<file path="src/rtl/ext_bus_sequencer.sv">
// ext_bus_sequencer: carries one core memory request over a narrow,
// time-multiplexed pin interface. The address goes out in A beats on pin_addr,
// a control beat follows on the data pins, then D data beats are sent or
// received, with ext_rdy stretching each data beat. Pin outputs are decoded
// from the state register only, so an asynchronous reset releases them at once.
module ext_bus_sequencer #(
  parameter int ADDR_W     = 16,
  parameter int DATA_W     = 8,
  parameter int PIN_W      = 8,
  parameter int WAIT_LIMIT = 15
) (
  input  logic              clk,
  input  logic              rst_n,
  input  logic              req_valid,
  output logic              req_ready,
  input  logic              req_rw,
  input  logic [ADDR_W-1:0] req_addr,
  input  logic [DATA_W-1:0] req_wdata,
  output logic              rsp_valid,
  output logic              rsp_err,
  output logic [DATA_W-1:0] rsp_rdata,
  output logic [PIN_W-1:0]  pin_addr,
  output logic              pin_ale,
  output logic              pin_sync,
  output logic [PIN_W-1:0]  pin_data_out,
  output logic [PIN_W-1:0]  pin_data_oe,
  input  logic [PIN_W-1:0]  pin_data_in,
  input  logic              ext_rdy
);

  localparam int A      = ADDR_W / PIN_W;
  localparam int D      = DATA_W / PIN_W;
  localparam int MAXB   = (A > D) ? A : D;
  localparam int BEAT_W = (MAXB > 1) ? $clog2(MAXB) : 1;
  localparam int WAIT_W = (WAIT_LIMIT > 1) ? $clog2(WAIT_LIMIT + 1) : 1;

  typedef enum logic [2:0] {IDLE, ADDR, CTRL, DATA, RESP} state_e;

  state_e             state_q, state_d;
  logic [BEAT_W-1:0]  beat_q, beat_d;
  logic [WAIT_W-1:0]  wait_q, wait_d;
  logic               rw_q, rw_d;
  logic               err_q, err_d;
  logic [ADDR_W-1:0]  addr_q, addr_d;
  logic [DATA_W-1:0]  wdata_q, wdata_d;
  logic [DATA_W-1:0]  acc_q, acc_d;
  logic [DATA_W-1:0]  rdata_q, rdata_d;
  logic [DATA_W-1:0]  accShift;

  // State and datapath registers; reset returns to IDLE with everything cleared.
  always_ff @(posedge clk or negedge rst_n) begin
    if (!rst_n) begin
      state_q <= IDLE;
      beat_q  <= '0;
      wait_q  <= '0;
      rw_q    <= 1'b0;
      err_q   <= 1'b0;
      addr_q  <= '0;
      wdata_q <= '0;
      acc_q   <= '0;
      rdata_q <= '0;
    end else begin
      state_q <= state_d;
      beat_q  <= beat_d;
      wait_q  <= wait_d;
      rw_q    <= rw_d;
      err_q   <= err_d;
      addr_q  <= addr_d;
      wdata_q <= wdata_d;
      acc_q   <= acc_d;
      rdata_q <= rdata_d;
    end
  end

  // Next-state logic plus pin decode. The address and write data are kept in
  // shift registers so the most significant beat is always at the top; read
  // beats shift in from the bottom, which also assembles them MSB first.
  always_comb begin
    state_d      = state_q;
    beat_d       = beat_q;
    wait_d       = wait_q;
    rw_d         = rw_q;
    err_d        = err_q;
    addr_d       = addr_q;
    wdata_d      = wdata_q;
    acc_d        = acc_q;
    rdata_d      = rdata_q;
    accShift     = (acc_q << PIN_W) | DATA_W'(pin_data_in);
    req_ready    = 1'b0;
    rsp_valid    = 1'b0;
    rsp_err      = 1'b0;
    pin_addr     = '0;
    pin_ale      = 1'b0;
    pin_sync     = 1'b0;
    pin_data_out = '0;
    pin_data_oe  = '0;
    case (state_q)
      IDLE: begin
        req_ready = 1'b1;
        if (req_valid) begin
          rw_d    = req_rw;
          addr_d  = req_addr;
          wdata_d = req_wdata;
          acc_d   = '0;
          beat_d  = '0;
          wait_d  = '0;
          err_d   = 1'b0;
          state_d = ADDR;
        end
      end
      ADDR: begin
        pin_addr = addr_q[ADDR_W-1 -: PIN_W];
        pin_ale  = 1'b1;
        pin_sync = (beat_q == '0);
        addr_d   = addr_q << PIN_W;
        if (beat_q == BEAT_W'(A - 1)) begin
          beat_d  = '0;
          state_d = CTRL;
        end else begin
          beat_d = beat_q + 1'b1;
        end
      end
      CTRL: begin
        pin_data_out = PIN_W'(rw_q);
        pin_data_oe  = '1;
        state_d      = DATA;
      end
      DATA: begin
        if (!rw_q) begin
          pin_data_out = wdata_q[DATA_W-1 -: PIN_W];
          pin_data_oe  = '1;
        end
        if (ext_rdy) begin
          wait_d = '0;
          if (rw_q) begin
            acc_d = accShift;
          end else begin
            wdata_d = wdata_q << PIN_W;
          end
          if (beat_q == BEAT_W'(D - 1)) begin
            beat_d  = '0;
            rdata_d = rw_q ? accShift : '0;
            state_d = RESP;
          end else begin
            beat_d = beat_q + 1'b1;
          end
        end else if (WAIT_LIMIT != 0 && int'(wait_q) + 1 >= WAIT_LIMIT) begin
          wait_d  = '0;
          beat_d  = '0;
          err_d   = 1'b1;
          rdata_d = '0;
          state_d = RESP;
        end else if (wait_q != '1) begin
          wait_d = wait_q + 1'b1;
        end
      end
      RESP: begin
        rsp_valid = 1'b1;
        rsp_err   = err_q;
        state_d   = IDLE;
      end
      default: state_d = IDLE;
    endcase
  end

  assign rsp_rdata = rdata_q;

endmodule

</file>
<file path="config.mk">
export PLATFORM = sky130hd
export DESIGN_NAME = ext_bus_sequencer
export DESIGN_NICKNAME = d
export VERILOG_FILES = /design/src/rtl/ext_bus_sequencer.sv
export SDC_FILE = /design/constraint.sdc
export NUM_CORES = 1
export LEC_CHECK = 0
export ABC_CLOCK_PERIOD_IN_PS = 3700
export CAP_MARGIN = 5
export CELL_PAD_IN_SITES_DETAIL_PLACEMENT = 0
export CELL_PAD_IN_SITES_GLOBAL_PLACEMENT = 1
export CORE_MARGIN = 8
export CORE_UTILIZATION = 36
export DETAILED_ROUTE_END_ITERATION = 7
export PLACE_DENSITY_LB_ADDON = 0.1
export SYNTH_ARGS = -nofsm -noshare
export SYNTH_HDL_FRONTEND = slang
export SYNTH_SLANG_ARGS = --single-unit
</file>
<file path="constraint.sdc">
create_clock -name clk -period 3.7 [get_ports clk]
set_clock_uncertainty 0.2 [all_clocks]
set_input_delay 0.74 -clock clk [delete_from_list [all_inputs] [get_ports clk]]
set_output_delay 0.74 -clock clk [all_outputs]
set_load 0.05 [all_outputs]
</file>
==> results of run 1 <==
-- registers in the layout, indices dropped and copies added, names as in the netlist --
| name | cells |
|---|---|
| addr_q | 16 |
| wait_q | 4 |
| beat_q | 1 |
| wdata_q | 8 |
| rsp_rdata | 8 |
| rw_q | 1 |
| state_q | 3 |
| err_q | 1 |
-- per-stage QoR --
| stage | hold slack (ps) | setup WS, ps | std cells | area, sq um |
|---|---|---|---|---|
| floorplan | 235 | 667 | 239 | 2150 |
| global placement | 255 | 635 | 369 | 2810 |
| detailed placement | 256 | 616 | 369 | 2810 |
| CTS | 275 | 290 | 376 | 2920 |
| global route | 309 | 189 | 376 | 2920 |
| finish | 274 | 303 | 376 | 2920 |
-- power groups by stage --
stage / clock [W] / sequential, W / combinational [W]
2_1_floorplan: 0 / 0.000806 / 0.00121
3_3_place_gp: 0 / 0.000779 / 0.00161
3_5_place_dp: 0 / 0.000785 / 0.00161
4_1_cts: 0.000378 / 0.000776 / 0.00162
5_1_grt: 0.000398 / 0.000804 / 0.00173
6_report: 0.000367 / 0.000774 / 0.00160
-- path summary, 6_finish.rpt --
check                                  startpoint                       end  slack (ps)  cells after the start
max                        state_q[0]$_DFFE_PN0P_                   pin_ale         300                      4
min                             err_q$_DFFE_PN0P_         err_q$_DFFE_PN0P_         270                      2
max reg2reg                state_q[0]$_DFFE_PN0P_  rsp_rdata[4]$_DFFE_PN0P_        1150                      5
min reg2reg                     err_q$_DFFE_PN0P_         err_q$_DFFE_PN0P_         270                      2
max in group asynchronous                   rst_n     wait_q[2]$_DFFE_PN0P_        2320                      1
min in group asynchronous                   rst_n    wdata_q[5]$_DFFE_PN0P_         390                      1
-- routing by layer --
layer	vias up	global-route usage
met2	54	0.185
met3	5	0.0409
met4	0	0.0470
li1	923	-
met5	-	0
met1	837	0.172
-- final cells by class --
class	instances	share of cell area
inverters	21	0.0270
well taps	75	0.0321
clock buffers	6	0.0283
repair buffers	77	0.246
multi-input cells	154	0.297
clock inverters	1	0.0103
flip-flops and latches	42	0.360
-- cell families (layout without fill, tap and decap cells) --
family | count (synthesis) | after routing | share of synthesized area
XOR/XNOR | 2 | 2 | 0.00814
AND/OR/NAND/NOR | 98 | 98 | 0.228
adder cells (fa/ha/maj) | 2 | 2 | 0.0116
buffers and inverters | 43 | 105 | 0.109
multiplexers | 1 | 1 | 0.00465
flip-flops | 42 | 42 | 0.488
AO/OA/AOI/OAI | 51 | 51 | 0.150
-- synth_stat cells (4+ instances only) --
cell type,count
nor2_1,13
a21oi_1,5
nor3_1,17
inv_1,20
buf_4,7
and2_1,10
o21ai_0,21
a22oi_1,8
dfrtp_1,42
buf_6,5
nor2b_1,4
o22ai_1,8
nand2b_1,4
nand2_1,25
buf_2,7
nand3_1,18
-- critical path: stages (launching register included) --
cell and delay, ps:
dfrtp_1 550, or3b_2 540, buf_4 220, inv_2 70, clkdlybuf4s50_1 790
-- cells in the final DEF (no fill, tap or decap), types with 5 or more instances in the layout --
master,netlist,layout
a21oi_1,5,5
buf_4,7,19
and2_1,10,10
clkdlybuf4s50_1,0,57
clkbuf_8,0,6
o22ai_1,8,8
dfrtp_1,42,42
o21ai_0,21,21
a22oi_1,8,8
nand2_1,25,25
inv_1,20,20
nor2_1,13,13
nor3_1,17,17
nand3_1,18,18
==> results.sh, run 1 <==
export IMPL_switchingPower_w=0.00133
export IMPL_yosys_warnings=0
export IMPL_post_drt_wl_per_cell_um=14.2
export IMPL_crit_arrival_ps=2460
export IMPL_cp_end_kind="output pin"
export IMPL_met1_length_um=2500
export IMPL_core_area_sq_um=5850
export IMPL_finalSetupTns_ps=0
export IMPL_hp_class="reg -> reg"
export IMPL_cts_tree="done"
export IMPL_final_util=0.499
export IMPL_async_flop_share=1.00
export IMPL_pwr_density_cell_nw_per_um2=937
export IMPL_crit_type="reg -> out"
export IMPL_die_width_um=93.3
export IMPL_drt_vias_per_instance=4.84
export IMPL_die_h_um=93.3
export IMPL_routed_wl_um=5330
export IMPL_relSlewSlack=0.375
export IMPL_grt_pass1_vias=1870
export IMPL_ir_drop_mv=0.607
export IMPL_rsz0062_at_grt="no"
export IMPL_antenna_found_initial=0
export IMPL_dieArea_sq_um=8710
export IMPL_ys_seq_area_frac=0.488
export IMPL_antennaDiodeCount=0
export IMPL_fp_row_count=28
export IMPL_grt_pass1_wl_um=9000
export IMPL_grt_overflow=0
export IMPL_synth_area_leader_cell="dfrtp_1"
export IMPL_tightest_slew_ps=937
export IMPL_htreeDepth=2
export IMPL_ios=74
export IMPL_cts_root_buffer="clkbuf_8"
export IMPL_period_needed_ps=3400
export IMPL_drtAntennaViolNets=0
export IMPL_final_net_count=340
export IMPL_cts_sinks=42
export IMPL_synth_edf_count=0
export IMPL_finalHoldViolCount=0
export IMPL_syn_avg_cell_area_sq_um=9.00
export IMPL_wl_met3_um=419
export IMPL_seqPwrFrac=0.283
export IMPL_power_internal_w=0.00140
export IMPL_drtIter0Drc=104
export IMPL_dp_hpwl_um=3840
export IMPL_grt_max_degree=43
export IMPL_drv_slew=0
export IMPL_p_sw_frac=0.487
export IMPL_top_layer="met4"
export IMPL_synth_ff_type="dfrtp_1"
export IMPL_vias=1819
export IMPL_syn_inst=239
export IMPL_required_ps=2760
export IMPL_syn_nets=278
export IMPL_clk_latency_ps=280
export IMPL_power_frac_clock=0.134
export IMPL_fillers=578
export IMPL_drc=0
export IMPL_wl_met2_um=2360
export IMPL_cts_buffers=5
export IMPL_synthesis_area_sq_um=2150
export IMPL_leakage_nw=1.35
export IMPL_p_total_w=0.00274
export IMPL_finalWeightedCongestion=0.731
export IMPL_cp_max_fo=14
export IMPL_area_growth_pct=35.8
export IMPL_ff_latch_area_sq_um=1050
export IMPL_cts_setup_buffers=0
export IMPL_combPwrFrac=0.583
export IMPL_groute_usage_overall=0.128
export IMPL_dr_pass1_iters=4
export IMPL_layout_drive_gt1_share=0.113
export IMPL_io_buffers=73
export IMPL_cts_hold_buffers=0
export IMPL_outcome="complete, no violations"
export IMPL_ys_ff_latch=42
export IMPL_ys_types=37
export IMPL_drv_cap=0
export IMPL_fin_crit_sh=0.918
export IMPL_cp_start_kind="register"
export IMPL_start_util=0.368
export IMPL_clk_pin_slew_ps=80
export IMPL_cts_buffer_depth=2
export IMPL_setup_violations=0
export IMPL_synthTopCellsByArea="dfrtp_1 49%, o21ai_0 4.9%, nand2_1 4.4%"
export IMPL_cts_resized=0
export IMPL_yosysTopAreaCellShare=0.488
export IMPL_multiInputGateArea_sq_um=867
export IMPL_clock_fmax_ghz=0.294
No activity file was read; power rests on OpenSTA's default activity.
==> run 2, diff against run 1 <==
- ABC_AREA: not set -> 1
- CORE_UTILIZATION: 36 -> 34
==> results.sh, run 2 <==
export IMPL_synthesis_area_sq_um=2100
export IMPL_ir_drop_mv=0.577
export IMPL_clock_fmax_ghz=0.302
export IMPL_ios=74
export IMPL_cp_start_kind="register"
export IMPL_routed_wl_um=5550
export IMPL_clk_pin_slew_ps=80
export IMPL_final_cell_mix="71 x clkdlybuf4s50_1, 49 x nand2_1, 48 x nor2_1, 42 x dfrtp_1, 40 x nand3_1"
export IMPL_placed_cells=404
export IMPL_required_ps=2760
export IMPL_post_drt_wl_per_cell_um=13.5
export IMPL_grt_pass1_wl_um=9080
export IMPL_syn_nets=307
export IMPL_largest_register_ff_count=16
export IMPL_cts_hold_buffers=0
export IMPL_largest_register="addr_q"
export IMPL_synth_edf_count=0
export IMPL_min_path_cells=2
export IMPL_cp_max_fo=9
export IMPL_leakage_nw=1.45
export IMPL_seqPwrFrac=0.266
export IMPL_fillers=620
export IMPL_fp_row_count=28
export IMPL_finalWorstSetupSlack_ps=388
export IMPL_start_util=0.353
export IMPL_antenna_found_initial=0
export IMPL_hp_start="err_q$_DFFE_PN0P_"
export IMPL_synth_area_leader_cell="dfrtp_1"
export IMPL_die_h_um=94.6
export IMPL_synthTopCellsByArea="dfrtp_1 50%, nand3_1 9.5%, nand2_1 8.8%"
export IMPL_switchingPower_w=0.00143
export IMPL_dp_slack_ps=678
export IMPL_outcome="complete, no violations"
export IMPL_fin_crit_sh=0.895
export IMPL_cts_buffer_depth=2
export IMPL_cts_buffers=5
export IMPL_grt_overflow=0
export IMPL_die_width_um=94.6
export IMPL_layout_drive_gt1_share=0.0536
export IMPL_drtAntennaViolNets=0
export IMPL_cts_resized=0
export IMPL_ys_types=23
export IMPL_layout_commonest_cell="clkdlybuf4s50_1"
export IMPL_combPwrFrac=0.605
export IMPL_grt_max_degree=43
export IMPL_drv_cap=0
export IMPL_ys_ff_latch=42
export IMPL_cts_sinks=42
export IMPL_r2r_cells=8
export IMPL_instances_no_fill=411
export IMPL_dp_hpwl_um=3960
export IMPL_dieArea_sq_um=8950
export IMPL_area_growth_pct=40.8
export IMPL_hold_end="err_q$_DFFE_PN0P_"
export IMPL_final_net_count=375
export IMPL_reg2reg_slack_ps=1320
export IMPL_io_buffers=73
export IMPL_setup_violations=0
export IMPL_relSlewSlack=0.372
export IMPL_syn_avg_cell_area_sq_um=7.84
export IMPL_core_area_sq_um=5960
export IMPL_hp_class="reg -> reg"
export IMPL_clk_latency_ps=290
export IMPL_syn_inst=268
export IMPL_crit_type="reg -> out"
export IMPL_crit_arrival_ps=2370
export IMPL_groute_usage_overall=0.126
export IMPL_ys_seq_area_frac=0.500
export IMPL_cts_setup_buffers=0
export IMPL_dr_pass1_iters=4
export IMPL_yosys_warnings=0
export IMPL_drtIter0Drc=82
export IMPL_power_internal_w=0.00141
export IMPL_cts_root_buffer="clkbuf_8"
export IMPL_synth_common_cells="49 x nand2_1, 48 x nor2_1, 42 x dfrtp_1"
export IMPL_yosysTopAreaCellShare=0.500
export IMPL_reg2reg_to="wdata_q[6]$_DFFE_PN0P_"
export IMPL_cts_tree="done"
export IMPL_regToRegStartpoint="state_q[0]$_DFFE_PN0P_"
export IMPL_cp_end_kind="output pin"
export IMPL_finalWeightedCongestion=0.730
export IMPL_drc=0
export IMPL_grt_pass1_vias=1870
export IMPL_finalSetupTns_ps=0
export IMPL_pwr_density_cell_nw_per_um2=960
export IMPL_htreeDepth=2
export IMPL_async_flop_share=1.00
export IMPL_power_frac_clock=0.130
export IMPL_p_sw_frac=0.503
export IMPL_p_total_w=0.00284
export IMPL_finalHoldViolCount=0
export IMPL_synth_ff_type="dfrtp_1"
export IMPL_rsz0062_at_grt="no"
export IMPL_tightest_slew_ps=943
export IMPL_drv_slew=0
export IMPL_antennaDiodeCount=0
export IMPL_drt_vias_per_instance=4.64
export IMPL_period_needed_ps=3310
export IMPL_synth_most_common_cell="nand2_1"
export IMPL_vias=1908
==> run 2: cell types whose count changed after synthesis, moves of 3 or more <==
cell and delta:
nand2b_1 -4, nor2_1 +35, o21ai_0 -10, nor2b_1 -4, a21oi_1 -5, inv_1 +16
buf_2 -4, nand3_1 +22, nor3_1 -16, nand2_1 +24, clkbuf_1 +3, buf_6 -4
and2_1 -9, a22oi_1 -8
==> run 2: metrics by stage <==
stage	util	hold WS [ps]	area [sq um]
4_1_cts	0.497	281	2960
2_1_floorplan	-	243	2100
6_report	0.497	275	2960
3_3_place_gp	0.478	260	2850
5_1_grt	0.497	321	2960
3_5_place_dp	0.478	260	2850
==> run 2: cell families after synthesis <==
| logic type | share of synthesized area |
|---|---|
| compound gates | 0.0619 |
| fa+ha+maj | 0.0119 |
| flops | 0.500 |
| buf+inv | 0.120 |
| mux | 0.00536 |
| simple gates | 0.301 |
==> run 2: critical path: stages (launching register included) <==
cell	delay, ps
dfrtp_1	470
nand3_2	110
nor2_1	140
clkinv_1	240
nand2_1	260
clkdlybuf4s50_1	860
==> run 2: power groups by stage <==
| stage | sequential (W) | clock, W | combinational [W] |
|---|---|---|---|
| final | 0.000755 | 0.000368 | 0.00172 |
| after global routing | 0.000778 | 0.000399 | 0.00186 |
| after CTS | 0.000755 | 0.000381 | 0.00174 |
| after detailed placement | 0.000761 | 0 | 0.00173 |
| after global placement | 0.000759 | 0 | 0.00172 |
| after floorplan | 0.000887 | 0 | 0.00113 |
==> run 2: worst max-delay path by stage <==
stage                                start              to  slack, ps  depth (start not counted)
global route        state_q[2]$_DFFE_PN0P_  pin_data_oe[5]        120                          6
floorplan           state_q[1]$_DFFE_PN0P_         rsp_err        620                          2
finish              state_q[1]$_DFFE_PN0P_  pin_data_oe[5]        390                          5
CTS                 state_q[1]$_DFFE_PN0P_  pin_data_oe[5]        350                          5
detailed placement  state_q[1]$_DFFE_PN0P_  pin_data_oe[5]        680                          5
global placement    state_q[1]$_DFFE_PN0P_  pin_data_oe[6]        770                          5
==> run 2: layer usage <==
layer  global-route usage  up-vias  wire [um]
met5                    0        -          0
met4               0.0429        0         71
met3               0.0357        6        374
met2                0.202       55       2520
met1                0.160      874       2580
li1                     -      973          -
==> run 2: area by class of cell <==
| class | count | area [sq um] | share of cell area |
|---|---|---|---|
| inverters | 38 | 143 | 0.0482 |
| multi-input cells | 171 | 800 | 0.270 |
| clock inverters | 1 | 30.0 | 0.0101 |
| repair buffers | 78 | 761 | 0.257 |
| flip-flops and latches | 42 | 1050 | 0.355 |
| clock buffers | 6 | 82.6 | 0.0279 |
| well taps | 75 | 93.8 | 0.0317 |
